--- src/rtl/awgn_pkg.sv ---
// Shared types and widths for the AWGN channel frame controller.
package awgn_pkg;

  localparam int SAMPLE_W      = 16;
  localparam int NOISE_W       = 12;
  localparam int FRAME_W_DEF   = 20;
  localparam int DRAIN_TMO_DEF = 64;

  typedef enum logic [1:0] {
    ST_IDLE,
    ST_RUN,
    ST_DRAIN,
    ST_DONE
  } state_e;

endpackage

--- src/rtl/awgn_sample_counter.sv ---
// Saturating sample counter: clear wins over increment, and the count
// never moves past the limit.
module awgn_sample_counter
  import awgn_pkg::*;
#(
  parameter int W = FRAME_W_DEF
) (
  input  logic         clk_i,
  input  logic         rst_ni,
  input  logic         clr_i,
  input  logic         inc_i,
  input  logic [W-1:0] limit_i,
  output logic [W-1:0] cnt_o
);

  logic [W-1:0] cnt_q, cnt_d;

  always_comb begin
    cnt_d = cnt_q;
    if (clr_i) begin
      cnt_d = '0;
    end else if (inc_i && (cnt_q < limit_i)) begin
      cnt_d = cnt_q + 1'b1;
    end
  end

  always_ff @(posedge clk_i or negedge rst_ni) begin
    if (!rst_ni) begin
      cnt_q <= '0;
    end else begin
      cnt_q <= cnt_d;
    end
  end

  assign cnt_o = cnt_q;

endmodule

--- src/rtl/awgn_frame_ctrl.sv ---
// Frame controller feeding samples into an AWGN channel and collecting its output.
// Optional noise accumulator port noise_sum_o is enabled by AWGN_CTRL_NOISE_STATS_EN.
module awgn_frame_ctrl
  import awgn_pkg::*;
#(
  parameter int FRAME_W   = FRAME_W_DEF,
  parameter int DRAIN_TMO = DRAIN_TMO_DEF
) (
  input  logic                       clk_i,
  input  logic                       rst_ni,
  input  logic                       start_i,
  input  logic [FRAME_W-1:0]         frame_len_i,
  input  logic                       src_valid_i,
  output logic                       src_ready_o,
  input  logic signed [SAMPLE_W-1:0] src_real_i,
  input  logic signed [SAMPLE_W-1:0] src_imag_i,
  output logic                       awgn_read_o,
  output logic signed [SAMPLE_W-1:0] awgn_x_real_o,
  output logic signed [SAMPLE_W-1:0] awgn_x_imag_o,
  input  logic                       awgn_busy_i,
  input  logic signed [SAMPLE_W-1:0] awgn_y_real_i,
  input  logic signed [SAMPLE_W-1:0] awgn_y_imag_i,
  input  logic signed [NOISE_W-1:0]  awgn_noise_i,
  output logic                       dst_valid_o,
  output logic                       dst_last_o,
  output logic signed [SAMPLE_W-1:0] dst_real_o,
  output logic signed [SAMPLE_W-1:0] dst_imag_o,
  output logic [FRAME_W-1:0]         in_cnt_o,
  output logic [FRAME_W-1:0]         out_cnt_o,
  output logic                       busy_o,
  output logic                       done_o,
  output logic                       err_o
`ifdef AWGN_CTRL_NOISE_STATS_EN
  ,
  output logic signed [31:0]         noise_sum_o
`endif
);

  localparam int TMO_W = $clog2(DRAIN_TMO + 1);

  state_e                state_q, state_d;
  logic [FRAME_W-1:0]    frameLen_q, frameLen_d;
  logic [TMO_W-1:0]      drainTmr_q, drainTmr_d;
  logic                  errSticky_q, errSticky_d;
  logic                  errPulse_q, errPulse_d;
  logic                  awgnRead_q, awgnRead_d;
  logic [SAMPLE_W-1:0]   xReal_q, xReal_d, xImag_q, xImag_d;
  logic                  dstValid_q, dstValid_d;
  logic                  dstLast_q, dstLast_d;
  logic [SAMPLE_W-1:0]   dstReal_q, dstReal_d, dstImag_q, dstImag_d;

  logic                  startWindow, startAccept, startReject;
  logic                  xfer, collect, lastIn, lastOut, tmoHit;
  logic [FRAME_W-1:0]    inCnt, outCnt;

  always_comb begin
    startWindow = (state_q == ST_IDLE) || (state_q == ST_DONE);
    startAccept = start_i && startWindow && (frame_len_i != '0);
    startReject = start_i && startWindow && (frame_len_i == '0);
    src_ready_o = (state_q == ST_RUN) && (inCnt < frameLen_q);
    xfer        = src_valid_i && src_ready_o;
    collect     = ((state_q == ST_RUN) || (state_q == ST_DRAIN)) &&
                  awgn_busy_i && (outCnt < frameLen_q);
    lastIn      = xfer && (inCnt == frameLen_q - 1'b1);
    lastOut     = collect && (outCnt == frameLen_q - 1'b1);
    tmoHit      = (state_q == ST_DRAIN) && !collect &&
                  (drainTmr_q == TMO_W'(DRAIN_TMO - 1));
  end

  // Transitions fire on the edge that completes the count, so DRAIN
  // is entered with in_cnt already equal to the frame length.
  always_comb begin
    state_d = state_q;
    case (state_q)
      ST_IDLE, ST_DONE: if (startAccept) state_d = ST_RUN;
      ST_RUN:           if (lastIn) state_d = ST_DRAIN;
      ST_DRAIN: begin
        if (lastOut || (outCnt == frameLen_q) || tmoHit) state_d = ST_DONE;
      end
      default:          state_d = ST_IDLE;
    endcase
  end

  always_comb begin
    frameLen_d  = startAccept ? frame_len_i : frameLen_q;
    drainTmr_d  = '0;
    if (state_q == ST_DRAIN && !collect) drainTmr_d = drainTmr_q + 1'b1;
    errSticky_d = errSticky_q;
    if (startAccept)  errSticky_d = 1'b0;
    else if (tmoHit)  errSticky_d = 1'b1;
    errPulse_d  = startReject;
    awgnRead_d  = xfer;
    xReal_d     = xfer ? src_real_i : xReal_q;
    xImag_d     = xfer ? src_imag_i : xImag_q;
    dstValid_d  = collect;
    dstLast_d   = lastOut;
    dstReal_d   = collect ? awgn_y_real_i : dstReal_q;
    dstImag_d   = collect ? awgn_y_imag_i : dstImag_q;
  end

  always_ff @(posedge clk_i or negedge rst_ni) begin
    if (!rst_ni) begin
      state_q     <= ST_IDLE;
      frameLen_q  <= '0;
      drainTmr_q  <= '0;
      errSticky_q <= 1'b0;
      errPulse_q  <= 1'b0;
      awgnRead_q  <= 1'b0;
      xReal_q     <= '0;
      xImag_q     <= '0;
      dstValid_q  <= 1'b0;
      dstLast_q   <= 1'b0;
      dstReal_q   <= '0;
      dstImag_q   <= '0;
    end else begin
      state_q     <= state_d;
      frameLen_q  <= frameLen_d;
      drainTmr_q  <= drainTmr_d;
      errSticky_q <= errSticky_d;
      errPulse_q  <= errPulse_d;
      awgnRead_q  <= awgnRead_d;
      xReal_q     <= xReal_d;
      xImag_q     <= xImag_d;
      dstValid_q  <= dstValid_d;
      dstLast_q   <= dstLast_d;
      dstReal_q   <= dstReal_d;
      dstImag_q   <= dstImag_d;
    end
  end

  awgn_sample_counter #(.W(FRAME_W)) u_in_cnt (
    .clk_i   (clk_i),
    .rst_ni  (rst_ni),
    .clr_i   (startAccept),
    .inc_i   (xfer),
    .limit_i (frameLen_q),
    .cnt_o   (inCnt)
  );

  awgn_sample_counter #(.W(FRAME_W)) u_out_cnt (
    .clk_i   (clk_i),
    .rst_ni  (rst_ni),
    .clr_i   (startAccept),
    .inc_i   (collect),
    .limit_i (frameLen_q),
    .cnt_o   (outCnt)
  );

`ifdef AWGN_CTRL_NOISE_STATS_EN
  logic signed [31:0] noiseSum_q, noiseSum_d;

  always_comb begin
    noiseSum_d = noiseSum_q;
    if (startAccept) begin
      noiseSum_d = '0;
    end else if (collect) begin
      noiseSum_d = noiseSum_q +
                   {{(32 - NOISE_W){awgn_noise_i[NOISE_W-1]}}, awgn_noise_i};
    end
  end

  always_ff @(posedge clk_i or negedge rst_ni) begin
    if (!rst_ni) begin
      noiseSum_q <= '0;
    end else begin
      noiseSum_q <= noiseSum_d;
    end
  end

  assign noise_sum_o = noiseSum_q;
`else
  logic unused_noise;
  assign unused_noise = ^awgn_noise_i;
`endif

  assign awgn_read_o   = awgnRead_q;
  assign awgn_x_real_o = xReal_q;
  assign awgn_x_imag_o = xImag_q;
  assign dst_valid_o   = dstValid_q;
  assign dst_last_o    = dstLast_q;
  assign dst_real_o    = dstReal_q;
  assign dst_imag_o    = dstImag_q;
  assign in_cnt_o      = inCnt;
  assign out_cnt_o     = outCnt;
  assign busy_o        = (state_q == ST_RUN) || (state_q == ST_DRAIN);
  assign done_o        = (state_q == ST_DONE);
  assign err_o         = errSticky_q | errPulse_q;

endmodule

--- config.mk ---
export PLATFORM = sky130hd
export DESIGN_NAME = awgn_frame_ctrl
export DESIGN_NICKNAME = d
export VERILOG_FILES = /design/src/rtl/awgn_pkg.sv /design/src/rtl/awgn_sample_counter.sv /design/src/rtl/awgn_frame_ctrl.sv
export SDC_FILE = /design/constraint.sdc
export NUM_CORES = 1
export LEC_CHECK = 0
export CAP_MARGIN = 20
export CORE_MARGIN = 2
export CORE_UTILIZATION = 45
export DETAILED_ROUTE_END_ITERATION = 16
export PLACE_DENSITY = 0.78
export SLEW_MARGIN = 30
export SYNTH_ARGS = -nofsm -noshare
export SYNTH_HDL_FRONTEND = slang
export SYNTH_SLANG_ARGS = --single-unit
--- constraint.sdc ---
create_clock -name clk_i -period 3.4 [get_ports clk_i]
set_input_delay 0.68 -clock clk_i [delete_from_list [all_inputs] [get_ports clk_i]]
set_output_delay 0.68 -clock clk_i [all_outputs]
set_load 0.02 [all_outputs]
==> metrics.cfg <==
[status]
run_status=complete, no violations

[floorplanning]
die_area_um2=19100
pin_count=212
die_y_um=138
die_w_um=138
placeableCoreArea_um2=17800
start_util=0.455
row_count=49

[yosys]
ys_seq_area_frac=0.426
synth-main-ff-cell=dfrtp_1
ys_types=67
netlist_instances=867
synth_seq_cells=138
avgSynthCellArea_um2=9.36
async_flop_share=1.00
synth_nets=1015
synth-warning-count=0
synth-edff-count=0
synth_area_um2=8110

[sta]
finalSetupViolCount=0
worst_slew_pin_slew_ns=0.578
setup_tns_ns=0
period_minus_slack_ns=3.28
setup_ws_ns=0.124
drv_slew=0
finalClockSkew_ns=0.0114
timing.final.crit_share=0.963
clock.fmax_ghz=0.305
rsz0062_at_grt=yes
final-hold-violation-count=0
relSlewSlack=0.615

[final_layout]
drive_above_1_share=0.135
final_cell_area_um2=11300
antenna_cells=0
fin_nets=1251
area_delta_synth_final_pct=39.7
fill_cells=1495
final_util=0.635

[worst_setup_path]
critPathTopFamily=simple AND/OR/NAND/NOR gates
r2r_end=state_q[1]
cp_slowest_cell=or4_1
worstPathRequired_ns=3.76
endpoint=state_q[1]
path_cells=inv_1, ha_1, or4b_4, o21ai_2, a21oi_1, or4b_1, or4_1, or4_4, a221oi_2, o21bai_1
worstSetupPathType=register to register
cp-end-kind=register
max_stage_delay_ns=0.53
r2r_slack_ns=0.12
cp_max_fo=3
startpoint_type=register
crit_arrival_ns=3.63
worstPathBufferInverterCount=1
crit_cells=10
reg2reg_from=frameLen_q[0]
r2r_cells=10
cp-startpoint=frameLen_q[0]

[global_route]
grt_util_all_layers=0.254
grt_max_degree=60
grt_pass1_wl_mm=38.7
gr-total-overflow=0
antenna_found_initial=0
grt_pass1_vias=7478

[pwr]
p_total_uw=9300
p_seq_frac=0.281
leakage_uw=0.00505
internal_power_uw=5510
ir_drop_v=0.000612
switchingPower_uw=3790
power_frac_clock=0.200
p_comb_frac=0.519
switching_share=0.407
p_per_area_nw_per_um2=820

[flow_run]
drv_cap=0

[placed_design]
dpl_worst_slack_ns=0.0413
dpl_cell_area_um2=10700
gp_congestion=0.972
port_buffers=199
dp_hpwl_mm=18.2

[clock_tree]
clock_path_buffers=2
path_clk_slew_ns=0.06
clkLatencyLatePin_ns=0.43
post_cts_buffers=0
htreeDepth=4
clkSinkCount=138
hold_buffers=0
tritoncts=done
ctsRootBufferMaster=clkbuf_16
cts_buffers=17

[route]
drt_iter0_markers=428
wl_per_cell_um=18.0
ant_nets=0
drt_pass1_iterations=5
num_vias=7416
drt_wl_total_mm=24.2
drc_errors=0
routed_via_density=5.51

[min_path]
hp-class=input pin to async pin

-- power by group through the flow --
stage               clock (uW)  sequential (uW)  combinational (uW)
floorplan                    0             3030                2340
global placement             0             2600                4660
detailed placement           0             2630                4760
CTS                       1890             2610                4790
global route              1960             2690                5220
finish                    1860             2620                4830
-- layout by cell type (no fill, tap or decap), drive strengths merged, types with 13 or more instances in the layout --
cell and n:
mux2 32, nand2 150, clkbuf 18, dfrtp 138
nand3 17, a21oi 24, inv 40, ha 47
and3 19, xor2 34, nor3 19, o21ai 32
clkdlybuf4s50 197, nand4 32, xnor2 46, nor2 67
nor4 13, buf 63
-- per-stage QoR --
stage,hold slack [ns],instances
2_1_floorplan,0.384,867
6_report,0.224,1345
4_1_cts,0.242,1345
3_3_place_gp,0.447,1313
3_5_place_dp,0.456,1313
5_1_grt,0.270,1345
-- what timing repair did --
| item | CTS | global route |
|---|---|---|
| pin swaps | 0 | 3 |
| setup endpoints to repair | 1 | 3 |
| gates resized for setup | 2 | 10 |
| gates cloned | 0 | 0 |
-- final cells by class --
type,instances,area [um2],area share
clock buffer,17,425,0.0375
clock inverter,15,164,0.0145
inverter,37,139,0.0123
multi-input combinational,648,4350,0.384
sequential,138,3450,0.305
tap,229,287,0.0253
timing repair buffer,261,2520,0.222
-- worst min-delay path by stage --
| stage | slack [ns] | cells after the start | endpoint | startpoint |
|---|---|---|---|---|
| after CTS | 0.24 | 1 | drainTmr_q[1] | rst_ni |
| after global routing | 0.27 | 1 | drainTmr_q[0] | rst_ni |
| after global placement | 0.45 | 1 | drainTmr_q[0] | drainTmr_q[0] |
| after detailed placement | 0.46 | 1 | drainTmr_q[0] | drainTmr_q[0] |
| final | 0.22 | 1 | drainTmr_q[0] | rst_ni |
| after floorplan | 0.38 | 0 | awgn_read_o | rst_ni |
-- flip-flops by register name (all words and copies together), names as in the netlist, 2 cells and up --
| name | cells |
|---|---|
| dst_imag_o | 16 |
| frameLen_q | 20 |
| dst_real_o | 16 |
| u_in_cnt.cnt_o | 20 |
| awgn_x_imag_o | 16 |
| u_out_cnt.cnt_o | 20 |
| state_q | 2 |
| awgn_x_real_o | 16 |
| drainTmr_q | 7 |
-- cells in the mapped netlist (3+ instances only) --
| library cell | count | area share |
|---|---|---|
| o2111ai_1 | 7 | 0.0076 |
| nand3_1 | 16 | 0.0099 |
| clkbuf_1 | 32 | 0.015 |
| and3_1 | 19 | 0.015 |
| o22ai_1 | 4 | 0.0031 |
| ha_1 | 47 | 0.072 |
| nor2b_1 | 3 | 0.0023 |
| a21boi_0 | 3 | 0.0028 |
| nand2_1 | 150 | 0.069 |
| a22oi_1 | 3 | 0.0028 |
| nand4_1 | 32 | 0.025 |
| mux2_2 | 32 | 0.044 |
| o211a_1 | 3 | 0.0037 |
| or2_2 | 5 | 0.0039 |
| and4_1 | 4 | 0.0043 |
| a31oi_1 | 5 | 0.0039 |
| a21oi_1 | 24 | 0.015 |
| o211ai_1 | 3 | 0.0028 |
| buf_1 | 4 | 0.0019 |
| nor2_1 | 67 | 0.031 |
| nand2b_1 | 4 | 0.0031 |
| buf_6 | 5 | 0.0069 |
| o21bai_1 | 3 | 0.0028 |
| nor3b_1 | 5 | 0.0046 |
| inv_1 | 35 | 0.016 |
| a211o_1 | 3 | 0.0032 |
| a211oi_1 | 4 | 0.0037 |
| o311ai_0 | 3 | 0.0032 |
| and2_1 | 11 | 0.0085 |
| xor2_1 | 34 | 0.037 |
| o21ai_0 | 30 | 0.019 |
| or4_1 | 5 | 0.0046 |
| nor3_1 | 19 | 0.012 |
| nor4_1 | 10 | 0.0077 |
| xnor2_1 | 46 | 0.050 |
| dfrtp_1 | 138 | 0.43 |
| a2111oi_0 | 3 | 0.0032 |
| nor4b_1 | 3 | 0.0032 |
| buf_2 | 3 | 0.0019 |
| a21o_1 | 5 | 0.0046 |
-- routing by layer --
metal  GRT usage  wire length (um)
met5           0                 0
met4      0.0849               638
met3      0.0720              1920
met2       0.413             11300
met1       0.327             10300
-- cells by family (layout without fill, tap and decap cells) --
family	Yosys count	after routing	share of synthesized area
XOR/XNOR	82	82	0.0919
AO/OA/AOI/OAI	119	119	0.0978
buffers and inverters	81	330	0.0426
AND/OR/NAND/NOR	367	367	0.224
flip-flops	138	138	0.426
adder cells (fa/ha/maj)	47	47	0.0725
multiplexers	33	33	0.0457
No activity file was read; power rests on OpenSTA's default activity.
